### src/rtl/servo_pwm_multi_if.sv
// Command/readback bundle for the multi-channel servo PWM generator.
// The master side issues duty commands; the slave side returns PWM outputs and duty readback.
interface servo_pwm_multi_if #(
   parameter int CHANNELS = 4,
   parameter int CNT_W    = 20,
   parameter int SEL_W    = 2
);
   logic [SEL_W-1:0]    ch_sel;
   logic                inc;
   logic                dec;
   logic                load;
   logic [CNT_W-1:0]    load_val;
   logic [CHANNELS-1:0] sweep_en;
   logic [CHANNELS-1:0] pwm_out;
   logic                period_start;
   logic [CNT_W-1:0]    dc_rd;

   modport master (
      output ch_sel, inc, dec, load, load_val, sweep_en,
      input  pwm_out, period_start, dc_rd
   );

   modport slave (
      input  ch_sel, inc, dec, load, load_val, sweep_en,
      output pwm_out, period_start, dc_rd
   );
endinterface

### src/rtl/servo_pwm_multi.sv
// Multi-channel servo PWM: shared prescaled period counter and per-channel double-buffered duty,
// with inc/dec/load commands, per-channel auto-sweep and registered duty readback.
module servo_pwm_multi #(
   parameter int CHANNELS  = 4,
   parameter int CNT_W     = 20,
   parameter int PRESCALE  = 5,
   parameter int PERIOD    = 200_000,
   parameter int MIN_DC    = 10_000,
   parameter int MAX_DC    = 20_000,
   parameter int CENTER_DC = 15_000,
   parameter int STEP      = 500,
   parameter int SEL_W     = 2
) (
   input logic              clk,
   input logic              rst,
   servo_pwm_multi_if.slave bus
);
   if (!(MIN_DC <= CENTER_DC && CENTER_DC <= MAX_DC && MAX_DC <= PERIOD && STEP > 0 &&
         CHANNELS >= 1 && CHANNELS <= 16 && PRESCALE >= 1 && PERIOD >= 1 &&
         PERIOD <= (2 ** CNT_W))) begin : g_param_check
      $error("servo_pwm_multi: illegal parameter combination");
   end

   localparam int PS_W = (PRESCALE > 1) ? $clog2(PRESCALE) : 1;
   typedef logic [CNT_W:0] wide_t;

   localparam logic [PS_W-1:0]  PS_LAST  = PS_W'(PRESCALE - 1);
   localparam logic [CNT_W-1:0] CNT_LAST = CNT_W'(PERIOD - 1);
   localparam logic [CNT_W-1:0] CENTER_V = CNT_W'(CENTER_DC);
   localparam logic [CNT_W-1:0] MIN_V    = CNT_W'(MIN_DC);
   localparam logic [CNT_W-1:0] MAX_V    = CNT_W'(MAX_DC);
   localparam wide_t            MIN_X    = wide_t'(MIN_DC);
   localparam wide_t            MAX_X    = wide_t'(MAX_DC);
   localparam wide_t            STEP_X   = wide_t'(STEP);

   logic [PS_W-1:0]     psc;
   logic [CNT_W-1:0]    cnt;
   logic [CNT_W-1:0]    shadow_dc [CHANNELS];
   logic [CNT_W-1:0]    active_dc [CHANNELS];
   logic [CHANNELS-1:0] dir_up;
   logic                tick;
   logic                wrap;
   logic                sel_valid;
   logic                sel_sweep;
   logic                cmd_hit;
   logic [CNT_W-1:0]    sel_dc;
   logic [CNT_W-1:0]    cmd_dc;
   logic [CNT_W-1:0]    sweep_dc [CHANNELS];
   logic [CHANNELS-1:0] sweep_flip;

   function automatic logic [CNT_W-1:0] clamp(input wide_t v);
      if (v > MAX_X)
         return MAX_V;
      else if (v < MIN_X)
         return MIN_V;
      else
         return CNT_W'(v);
   endfunction

   function automatic logic [CNT_W-1:0] step_up(input logic [CNT_W-1:0] d);
      return clamp({1'b0, d} + STEP_X);
   endfunction

   // Compare before subtracting so the extended result never wraps below zero.
   function automatic logic [CNT_W-1:0] step_down(input logic [CNT_W-1:0] d);
      if ({1'b0, d} < MIN_X + STEP_X)
         return MIN_V;
      else
         return CNT_W'({1'b0, d} - STEP_X);
   endfunction

   assign tick = (psc == PS_LAST);
   assign wrap = tick && (cnt == CNT_LAST);

   always_comb begin
      sel_valid = 1'b0;
      sel_sweep = 1'b0;
      sel_dc    = '0;
      for (int i = 0; i < CHANNELS; i++) begin
         if (32'(bus.ch_sel) == i) begin
            sel_valid = 1'b1;
            sel_sweep = bus.sweep_en[i];
            sel_dc    = shadow_dc[i];
         end
      end
      cmd_hit = sel_valid && !sel_sweep && (bus.load || (bus.inc ^ bus.dec));
      if (bus.load)
         cmd_dc = clamp({1'b0, bus.load_val});
      else if (bus.inc)
         cmd_dc = step_up(sel_dc);
      else
         cmd_dc = step_down(sel_dc);
   end

   always_comb begin
      for (int i = 0; i < CHANNELS; i++) begin
         if (dir_up[i]) begin
            sweep_dc[i]   = step_up(shadow_dc[i]);
            sweep_flip[i] = (step_up(shadow_dc[i]) == MAX_V);
         end else begin
            sweep_dc[i]   = step_down(shadow_dc[i]);
            sweep_flip[i] = (step_down(shadow_dc[i]) == MIN_V);
         end
      end
   end

   // active_dc captures the shadow before any same-clk command or sweep step lands.
   always_ff @(posedge clk) begin
      if (!rst) begin
         psc              <= '0;
         cnt              <= '0;
         dir_up           <= '1;
         bus.pwm_out      <= '0;
         bus.period_start <= 1'b0;
         bus.dc_rd        <= CENTER_V;
         for (int i = 0; i < CHANNELS; i++) begin
            shadow_dc[i] <= CENTER_V;
            active_dc[i] <= CENTER_V;
         end
      end else begin
         psc <= tick ? '0 : psc + 1'b1;
         if (tick)
            cnt <= wrap ? '0 : cnt + 1'b1;
         bus.period_start <= wrap;
         bus.dc_rd        <= sel_dc;
         for (int i = 0; i < CHANNELS; i++) begin
            bus.pwm_out[i] <= (cnt < active_dc[i]);
            if (wrap) begin
               active_dc[i] <= shadow_dc[i];
               if (bus.sweep_en[i]) begin
                  shadow_dc[i] <= sweep_dc[i];
                  if (sweep_flip[i])
                     dir_up[i] <= ~dir_up[i];
               end
            end
            if (cmd_hit && 32'(bus.ch_sel) == i)
               shadow_dc[i] <= cmd_dc;
         end
      end
   end
endmodule
### src/flat_wrapper.sv
// flat-port wrapper written by rule: the top's interface ports become plain ports
module servo_pwm_multi_flat 
#(
   parameter int CHANNELS  = 4,
   parameter int CNT_W     = 20,
   parameter int PRESCALE  = 5,
   parameter int PERIOD    = 200_000,
   parameter int MIN_DC    = 10_000,
   parameter int MAX_DC    = 20_000,
   parameter int CENTER_DC = 15_000,
   parameter int STEP      = 500,
   parameter int SEL_W     = 2
)
  (clk, rst, bus_ch_sel, bus_inc, bus_dec, bus_load, bus_load_val, bus_sweep_en, bus_pwm_out, bus_period_start, bus_dc_rd);
  servo_pwm_multi_if #(.CHANNELS(CHANNELS), .CNT_W(CNT_W), .SEL_W(SEL_W)) bus_i ();
  input logic clk;
  input logic rst;
  input wire logic [$bits(bus_i.ch_sel)-1:0] bus_ch_sel;
  input wire logic [$bits(bus_i.inc)-1:0] bus_inc;
  input wire logic [$bits(bus_i.dec)-1:0] bus_dec;
  input wire logic [$bits(bus_i.load)-1:0] bus_load;
  input wire logic [$bits(bus_i.load_val)-1:0] bus_load_val;
  input wire logic [$bits(bus_i.sweep_en)-1:0] bus_sweep_en;
  output wire logic [$bits(bus_i.pwm_out)-1:0] bus_pwm_out;
  output wire logic [$bits(bus_i.period_start)-1:0] bus_period_start;
  output wire logic [$bits(bus_i.dc_rd)-1:0] bus_dc_rd;
  assign bus_i.ch_sel = bus_ch_sel;
  assign bus_i.inc = bus_inc;
  assign bus_i.dec = bus_dec;
  assign bus_i.load = bus_load;
  assign bus_i.load_val = bus_load_val;
  assign bus_i.sweep_en = bus_sweep_en;
  assign bus_pwm_out = bus_i.pwm_out;
  assign bus_period_start = bus_i.period_start;
  assign bus_dc_rd = bus_i.dc_rd;
  servo_pwm_multi #(.CHANNELS(CHANNELS), .CNT_W(CNT_W), .PRESCALE(PRESCALE), .PERIOD(PERIOD), .MIN_DC(MIN_DC), .MAX_DC(MAX_DC), .CENTER_DC(CENTER_DC), .STEP(STEP), .SEL_W(SEL_W)) u_core (.clk(clk), .rst(rst), .bus(bus_i));
endmodule
### config.mk
export PLATFORM = sky130hd
export DESIGN_NAME = servo_pwm_multi_flat
export DESIGN_NICKNAME = d
export VERILOG_FILES = /design/src/rtl/servo_pwm_multi_if.sv /design/src/rtl/servo_pwm_multi.sv /design/src/flat_wrapper.sv
export SDC_FILE = /design/constraint.sdc
export NUM_CORES = 1
export LEC_CHECK = 0
export CORE_MARGIN = 3
export CORE_UTILIZATION = 40
export DETAILED_ROUTE_END_ITERATION = 8
export HOLD_SLACK_MARGIN = 0.1
export PLACE_DENSITY_LB_ADDON = 0.08
export RECOVER_POWER = 100
export SLEW_MARGIN = 20
export SYNTH_ARGS = -nofsm -noshare
export SYNTH_HDL_FRONTEND = slang
export SYNTH_SLANG_ARGS = --single-unit
### constraint.sdc
create_clock -name clk -period 5.1 [get_ports clk]
set_clock_uncertainty 0.15 [all_clocks]
set_input_delay 1.275 -clock clk [delete_from_list [all_inputs] [get_ports clk]]
set_output_delay 1.275 -clock clk [all_outputs]
set_load 0.005 [all_outputs]
==> metrics, run 1 <==
status=finished, violations left; failing checks=capacitance limit, slew limit; Worst Path Buf+Inv=4; synthesized area=0.01667 mm^2; Hold Path Stages=2; post-synth top area cell=edfxtp_1; EDFF count, synth=160; commonest non-fill, non-tap cell in the layout=edfxtp_1; TritonCTS clock tree=done; GRT Overall Usage=26.97%; Worst Hold Class=reg2reg; fmax=203.1 MHz; Initial Util=40.64%; setup bufs post-CTS=0; Slew Limit Fails=57; fin crit period=4923 ps; Max Root-Sink Buffers=3; TritonCTS buffer count=26; Tcrit/Tclk final=96.53%; global-route wire length before repair=92.07 mm; Placed Cells incl. Taps=2460; delay-heaviest family, CP=compound AO/OA/AOI/OAI gates; clk_lat worst skew=560 ps; drt wl/cell=24.06 um; Synth-to-Final Area Change=14.42%; FF-to-FF End=u_core.shadow_dc[1][2]; CTS clk-pin slew, worst paths=60 ps; Final setup violation count=0; mux cell area share after synthesis=3.092%; Slew headroom=-76.80%; Worst Setup End Kind=register; clock share of power=39.5%; startpoint types=primary input; Final Hold Vio Count=0; Slowest-stage cell, CP=dlygate4sd3_1; fraction of the mapped netlist area in simple logic gates=22.39%; Yosys top cell area share=28.82%; Worst EP arrival=5170 ps; VDD IR max=0.0002180 V; Final TNS setup=0 ps; internal cell power=3.224 mW; Hold Crit Endpoint=u_core.psc[0]; Die W=210.2 um; complex-gate fraction of the synthesized area=19.49%; setup ws final=177.1 ps; Comb pwr share=15.6%; worst path required time=5340 ps; reg-to-reg critical path startpoint=u_core.cnt[1]; worst-path fanout max=18; Yosys cell types=97; Hold Buf Count CTS=0; GP Congestion=0.9401; post-CTS sizing=0; top cells by area, synth=edfxtp_1 (29%), ha_1 (6.8%), dfxtp_1 (6.2%), xnor2_1 (4.2%), nand2_1 (3.1%); vias in the first global route=14870; DR DRC count=0; crit path kind=in2reg; Post-Synth XOR/XNOR Area=7.295%; remaining antenna violation count=0; Mapped Nets=2004; Sequential Power Share=44.9%; clock tree sinks=212; DR iter-0 viols=1683; Ys Warns=0; CP cell instances=dlygate4sd3_1, buf_4, mux4_2, clkbuf_1, a211o_1, nor3_1, a211oi_2, a31o_1, a31oi_4, mux2_4, buf_4, nand4_1, o21ai_2, a2bb2oi_1; H-tree depth=1; Adder-Cell Fraction of Synth Area=6.755%; final wirelength=60.34 mm; drt first pass iters=5; largest net degree at the start of global routing=73; GRT overflow=0; Layout Cells excl Fill=2508; asr flop ratio synth=0%; Static Leak=7.556 nW; Core Util, Final=46.50%; crit-path max cell delay=690 ps; hold path start=u_core.psc[0]; share of cells above drive strength 1=10.53%; worst reg2reg setup slack=370 ps; maxcap violations=1; initial antenna violation count=5; final net count=2077; average instance area after synthesis=8.853 um^2; cell mode on critical path=buf_4; R2R cell count=9; power per cell area=235.6 mW/mm^2; CORE AREA=0.04102 mm^2; total number of vias=15360; Design Power=4.495 mW; sequential cell area fraction in the yosys report=35.06%; row count=74; post-synthesis register bit count=212; Die ar.=0.04416 mm^2; Post-synth top flop=edfxtp_1; commonest cells after routing, fill and taps aside=edfxtp_1 (160), nand2_1 (137), nor2_1 (135), inv_1 (119), o21ai_0 (95); RSZ-0062 raised after global routing=no; Switch Pwr=1.270 mW; hpwl dp=44.53 mm; switching portion of total power=28.27%; boundary pin count=56; Root Driver=clkbuf_16; Die H=210.2 um; DR vias/cell=6.126; PortBufs=55; DP Worst Slack=-142.9 ps; Worst-Margin Slew=2652 ps; Synth Instances=1883; largest family of logic cells by synthesized area=simple AND/OR/NAND/NOR gates
power by group through the flow:
stage / logic [mW] / clock network, mW / registers [mW]
2_1_floorplan: 0.453 / 0 / 1.97
3_3_place_gp: 0.702 / 0 / 2.05
3_5_place_dp: 0.706 / 0 / 2.05
4_1_cts: 0.711 / 1.82 / 2.01
5_1_grt: 0.759 / 1.88 / 2.02
6_report: 0.702 / 1.77 / 2.02
synth_stat cells, types with 52 or more instances:
cell and count:
nand3_1 58, xor2_1 57, edfxtp_1 160, a21oi_1 86
and3_1 76, ha_1 90, clkbuf_1 110, o21ai_0 94
dfxtp_1 52, xnor2_1 80, nand2_1 137, inv_1 119
nor2_1 135
sequential cells by signal, indices dropped and copies added (netlist names):
signal,count
u_core.active_dc,80
u_core.dir_up,4
u_core.bus.dc_rd,20
u_core.shadow_dc,80
u_core.bus.pwm_out,4
u_core.psc,3
u_core.cnt,20
u_core.bus.period_start,1
worst register-to-register path, cell delays in order, from the launching register on:
cell and delay [ps]:
dfxtp_1 490, ha_1 230, nand3_1 150, nor2_1 220
nand2_1 170, nor2_1 320, and2_0 1040, nand2_1 640
nand3_1 380, clkbuf_1 560
layout make-up:
cell class | count | area [um^2]
clock buffer | 30 | 696.9
timing repair buffer | 178 | 1458
clock inverter | 17 | 106.4
tap | 532 | 665.6
inverter | 119 | 446.7
antenna | 1 | 2.502
multi-input combinational | 1419 | 9853
sequential | 212 | 5846
fill | 4054 | 21940
layer usage:
metal	wire (um)	global-route usage (%)	vias up
met4	2878	11.49	0
met1	26200	37.44	7420
met2	26520	42.17	685
met5	0	0	-
li1	-	-	7121
met3	4745	4.033	138
through the flow:
| stage | area [um^2] | hold slack (ps) |
|---|---|---|
| floorplan | 16670 | 351.7 |
| global placement | 18390 | 368.3 |
| detailed placement | 18390 | 380.4 |
| CTS | 19190 | 397.4 |
| global route | 19070 | 441.1 |
| finish | 19070 | 389.8 |
how the worst max path moves through the flow:
stage                        startpoint                 endpoint  slack (ps)  cells past startpoint
after global placement    bus_ch_sel[0]   u_core.shadow_dc[1][1]         -90                     12
after detailed placement  bus_ch_sel[1]   u_core.shadow_dc[2][7]        -140                     14
after CTS                 bus_ch_sel[1]   u_core.shadow_dc[2][7]         420                     14
final                     bus_ch_sel[1]   u_core.shadow_dc[2][7]         180                     14
after floorplan                     rst   u_core.active_dc[0][0]         320                      3
after global routing      bus_ch_sel[0]  u_core.shadow_dc[1][10]         100                     14
kinds of logic after synthesis:
group / after synthesis
buffers and inverters: 252
XOR/XNOR: 138
adder cells (fa/ha/maj): 90
AND/OR/NAND/NOR: 698
AO/OA/AOI/OAI: 467
multiplexers: 26
flip-flops: 212
Note: power is estimated with default switching activity, not from simulation.
==> inputs of run 2 (changes only) <==
--- a/config.mk
+++ b/config.mk
@@ -9,8 +9,10 @@
 export CORE_UTILIZATION = 40
 export DETAILED_ROUTE_END_ITERATION = 8
 export HOLD_SLACK_MARGIN = 0.1
+export MAX_ROUTING_LAYER = met4
 export PLACE_DENSITY_LB_ADDON = 0.08
 export RECOVER_POWER = 100
+export SKIP_LAST_GASP = 1
 export SLEW_MARGIN = 20
 export SYNTH_ARGS = -nofsm -noshare
 export SYNTH_HDL_FRONTEND = slang
==> run 2 against run 1 <==
The flow still finishes with violations (capacitance limit, slew limit). Global-route usage is 0.78 points higher. Highest routed layer unchanged. Largest power group unchanged. Critical path type unchanged. Maximum frequency is 0.83% higher. Non-clock buffer count rose by 14. Utilization up 0.31 points. Via count increased by 0.57%. Final area up 0.66%.
==> metrics, run 2 (same netlist as run 1, synthesis figures left out) <==
status=finished, violations left; failing checks=capacitance limit, slew limit; Switch Pwr=1.277 mW; H-tree depth=1; startpoint types=primary input; boundary pin count=56; Root Driver=clkbuf_16; share of cells above drive strength 1=10.55%; internal cell power=3.329 mW; largest net degree at the start of global routing=73; vias in the first global route=14790; hpwl dp=45.44 mm; largest registers=u_core.active_dc (80), u_core.shadow_dc (80); GRT Overall Usage=27.75%; Tcrit/Tclk final=95.73%; ANT cells=0; setup ws final=217.7 ps; DR DRC count=0; TritonCTS buffer count=26; cell mode on critical path=buf_12; delay-heaviest family, CP=buffers and inverters; reg-to-reg critical path startpoint=u_core.cnt[1]; switching portion of total power=27.73%; worst-path fanout max=16; Slew Limit Fails=28; Final Hold Vio Count=0; GP Congestion=0.9706; Worst EP arrival=5010 ps; Static Leak=7.624 nW; Sequential Power Share=43.6%; Core Util, Final=46.81%; TritonCTS clock tree=done; Worst Setup End Kind=register; fmax=204.8 MHz; CP cell instances=dlygate4sd3_1, buf_12, buf_12, mux4_2, buf_4, nor3_1, nand2b_1, or3_1, a31oi_1, nor2_1, a31o_1, a32oi_1, clkbuf_2, o2bb2ai_1; Worst Hold Class=reg2reg; initial antenna violation count=5; DP Worst Slack=-260.5 ps; post-CTS sizing=0; GRT overflow=0; drt wl/cell=24.15 um; Final TNS setup=0 ps; drt first pass iters=5; launch point of the worst path=bus_ch_sel[0]; Worst Path Buf+Inv=5; Synth-to-Final Area Change=15.18%; CORE AREA=0.04102 mm^2; Max Root-Sink Buffers=3; fin crit period=4882 ps; DR iter-0 viols=1658; maxcap violations=1; Slowest-stage cell, CP=dlygate4sd3_1; crit-path max cell delay=570 ps; Slew headroom=-40.37%; Die H=210.2 um; power per cell area=239.9 mW/mm^2; Die ar.=0.04416 mm^2; Fin Hold WS=393.0 ps; global-route wire length before repair=91.43 mm; Initial Util=40.64%; RSZ-0062 raised after global routing=no; clock share of power=40.7%; total number of vias=15450; clock tree sinks=212; commonest cells after routing, fill and taps aside=edfxtp_1 (160), nand2_1 (137), nor2_1 (135), inv_1 (119), o21ai_0 (99); row count=74; fin area=0.01920 mm^2; dpl cell area=0.01855 mm^2; final net count=2091; VDD IR max=0.0002179 V; Comb pwr share=15.7%; crit path kind=in2reg; Hold Buf Count CTS=0; Die W=210.2 um; setup bufs post-CTS=0; final wirelength=60.92 mm; hold path start=u_core.psc[0]; remaining antenna violation count=0; commonest non-fill, non-tap cell in the layout=edfxtp_1; DR vias/cell=6.126; Final setup violation count=0; CTS clk-pin slew, worst paths=60 ps; Worst-Margin Slew=2092 ps; PortBufs=55; worst path required time=5220 ps; clk_lat worst skew=550 ps
==> run 2: metrics by stage <==
step / total power, mW / cells
5_1_grt: 4.768 / 2522
6_report: 4.606 / 2522
4_1_cts: 4.656 / 2522
2_1_floorplan: 2.428 / 1883
3_3_place_gp: 2.775 / 2474
3_5_place_dp: 2.776 / 2474
==> run 2: cell type report <==
cell class	instances	area, um^2
fillers	4108	21820
multi-input cells	1419	9823
flip-flops and latches	212	5846
repair buffers	192	1573
clock buffers	33	698.2
well taps	532	665.6
inverters	119	446.7
clock inverters	15	148.9
==> run 2: worst reg2reg max path, delay by kind of cell, from the launching register on <==
family	cells	cell delay, ps
buf+inv	1	440
fa+ha+maj	1	240
flops	1	490
simple gates	7	3160
==> run 2: path summary, 6_finish.rpt <==
path | endpoint | slack (ps) | depth (start not counted)
worst max-delay path | u_core.shadow_dc[1][2] | 220 | 14
worst max register to register | u_core.shadow_dc[0][5] | 270 | 9
worst min register to register | u_core.psc[0] | 390 | 2
worst min-delay path | u_core.psc[0] | 390 | 2
==> run 2: layer usage <==
metal / track usage, % / wire length, um / vias to the layer above
li1: - / - / 7159
met1: 36.97 / 25930 / 7402
met2: 42.79 / 27220 / 743
met3: 4.271 / 4898 / 147
met4: 10.70 / 2869 / 0
met5: - / 0 / -
==> run 2: power by group through the flow <==
stage / logic (mW) / clock network, mW / registers, mW
after floorplan: 0.453 / 0 / 1.97
after global placement: 0.734 / 0 / 2.04
after detailed placement: 0.735 / 0 / 2.04
after CTS: 0.741 / 1.91 / 2.00
after global routing: 0.780 / 1.98 / 2.01
final: 0.724 / 1.87 / 2.01
==> inputs of run 3 (changes only) <==
--- a/config.mk
+++ b/config.mk
@@ -8,9 +8,10 @@
 export CORE_MARGIN = 3
 export CORE_UTILIZATION = 40
 export DETAILED_ROUTE_END_ITERATION = 8
+export GPL_ROUTABILITY_DRIVEN = 0
 export HOLD_SLACK_MARGIN = 0.1
 export MAX_ROUTING_LAYER = met4
-export PLACE_DENSITY_LB_ADDON = 0.08
+export PLACE_DENSITY = 0.6
 export RECOVER_POWER = 100
 export SKIP_LAST_GASP = 1
 export SLEW_MARGIN = 20
==> run 3 against run 2 <==
The run still ends with capacitance limit, slew limit left. Clock-buffer cell count fell by 2. Global-route usage fell by 1.2 points. Die area did not move. Utilization fell by 0.67 points. Non-clock buffer count fell by 21. Sequential cell count did not move. Sequential power barely moved. Hold slack barely moved. Final area fell by 1.4%. Critical path depth rose by 1.
==> metrics, run 3 (same netlist as run 1, synthesis figures left out) <==
Layout Cells excl Fill=2499; DR iter-0 viols=1812; internal cell power=3.302 mW; Worst EP arrival=5020 ps; RSZ-0062 raised after global routing=no; initial antenna violation count=4; maxcap violations=3; Design Power=4.543 mW; commonest cells after routing, fill and taps aside=edfxtp_1 (160), nand2_1 (137), nor2_1 (135), inv_1 (119), o21ai_0 (96); drt wl/cell=23.32 um; worst reg2reg setup slack=610 ps; Worst-Margin Slew=2824 ps; Die ar.=0.04416 mm^2; boundary pin count=56; multi-input combinational cell area=0.009831 mm^2; H-tree depth=1; TritonCTS clock tree=done; Hold Buf Count CTS=0; commonest non-fill, non-tap cell in the layout=edfxtp_1; Comb pwr share=15.2%; delay-heaviest family, CP=buffers and inverters; Worst Path Buf+Inv=7; dpl cell area=0.01828 mm^2; CP cell instances=dlygate4sd3_1, buf_12, clkbuf_1, mux4_2, nor3_1, buf_4, nand2b_1, or3_1, a31oi_2, clkbuf_4, nor3_1, clkbuf_1, nand2_1, clkbuf_4, o32ai_1; PortBufs=55; Slowest-stage cell, CP=dlygate4sd3_1; startpoint types=primary input; CTS clk-pin slew, worst paths=60 ps; # fillers=3942; Placed Cells incl. Taps=2453; Hold Crit Endpoint=u_core.psc[0]; switching portion of total power=27.31%; global-route wire length before repair=89.09 mm; Max Root-Sink Buffers=3; final net count=2069; Core Util, Final=46.14%; setup bufs post-CTS=0; Slew Limit Fails=111; vias in the first global route=14790; GRT overflow=0; Final setup violation count=0; CORE AREA=0.04102 mm^2; GRT Overall Usage=26.59%; clock share of power=40.5%; Root Driver=clkbuf_16; row count=74; Die H=210.2 um; Final Hold Vio Count=0; crit-path max cell delay=570 ps; remaining antenna violation count=0; drt first pass iters=8; crit path kind=in2reg; clk_lat worst skew=550 ps; Initial Util=40.64%; fmax=202.6 MHz; Static Leak=7.450 nW; status=finished, violations left; hpwl dp=43.24 mm; Switch Pwr=1.241 mW; Die W=210.2 um; reg-to-reg critical path startpoint=u_core.shadow_dc[3][4]; largest net degree at the start of global routing=74; DR vias/cell=6.230; Worst Hold Class=reg2reg; largest registers=u_core.active_dc (80), u_core.shadow_dc (80); TritonCTS buffer count=25; hold path start=u_core.psc[0]; fin area=0.01893 mm^2; FF-to-FF End=u_core.shadow_dc[3][11]; power per cell area=240.1 mW/mm^2; Tcrit/Tclk final=96.78%; Storage cell area=0.005846 mm^2; Sequential Power Share=44.3%; failing checks=capacitance limit, slew limit; Worst Setup End Kind=register; share of cells above drive strength 1=9.059%; clock tree sinks=212; worst path required time=5180 ps; VDD IR max=0.0002337 V; Hold Path Stages=2; final wirelength=58.28 mm; total number of vias=15570; Fin Hold WS=393.1 ps; Slew headroom=-88.25%; Synth-to-Final Area Change=13.53%; worst-path fanout max=17; fin crit period=4936 ps; post-CTS sizing=0; R2R cell count=8; DR DRC count=0
[run 3: cell count changes in the layout (fill, tap and decap cells not counted), sizes merged]
cell / previous run / this run
dlygate4sd3: 26 / 28
clkbuf: 69 / 73
clkinvlp: 2 / 3
buf: 102 / 75
bufinv: 3 / 4
clkdlybuf4s50: 28 / 26
clkinv: 10 / 6
diode: 0 / 2
[run 3: power by group through the flow]
stage / registers, mW / logic, mW / clock network, mW
finish: 2.01 / 0.689 / 1.84
global route: 2.02 / 0.742 / 1.93
CTS: 2.01 / 0.701 / 1.87
detailed placement: 2.04 / 0.697 / 0
global placement: 2.04 / 0.686 / 0
floorplan: 1.97 / 0.453 / 0
[run 3: worst reg2reg max path, cell delays in order (launching register included)]
cell	delay [ps]
edfxtp_1	620
or4_1	620
o21ai_0	200
nand2_1	90
a21o_1	180
a2111oi_1	1410
nor2_1	310
a221oi_1	550
a21oi_1	80
[run 3: per-layer routing]
metal	global-route usage [%]	vias up	wire length, um
li1	-	7108	-
met1	34.73	7454	23760
met2	41.76	823	26200
met3	4.763	184	5709
met4	9.370	0	2598
met5	-	-	0
[run 3: metrics by stage]
stage | setup WS, ps | setup TNS (ps)
2_1_floorplan | 322.3 | 0
3_3_place_gp | -82.23 | -609.4
3_5_place_dp | -170.1 | -1946
4_1_cts | 389.9 | 0
5_1_grt | 89.68 | 0
6_report | 164.1 | 0
[run 3: how the worst max path moves through the flow]
stage                        startpoint                 endpoint  slack, ps  depth (start not counted)
after global routing      bus_ch_sel[1]  u_core.shadow_dc[0][10]         90                         15
after CTS                 bus_ch_sel[1]  u_core.shadow_dc[1][11]        390                         13
final                     bus_ch_sel[0]  u_core.shadow_dc[0][19]        160                         15
after detailed placement  bus_ch_sel[1]  u_core.shadow_dc[1][11]       -170                         13
after global placement    bus_ch_sel[1]  u_core.shadow_dc[1][13]        -80                         15
after floorplan                     rst   u_core.active_dc[0][0]        320                          3
[run 3: final cells by class]
class	count	share of cell area, %
well taps	532	3.517
inverters	119	2.360
multi-input cells	1419	51.94
repair buffers	171	6.908
diodes	2	0.02644
flip-flops and latches	212	30.89
clock buffers	31	3.477
clock inverters	13	0.8858
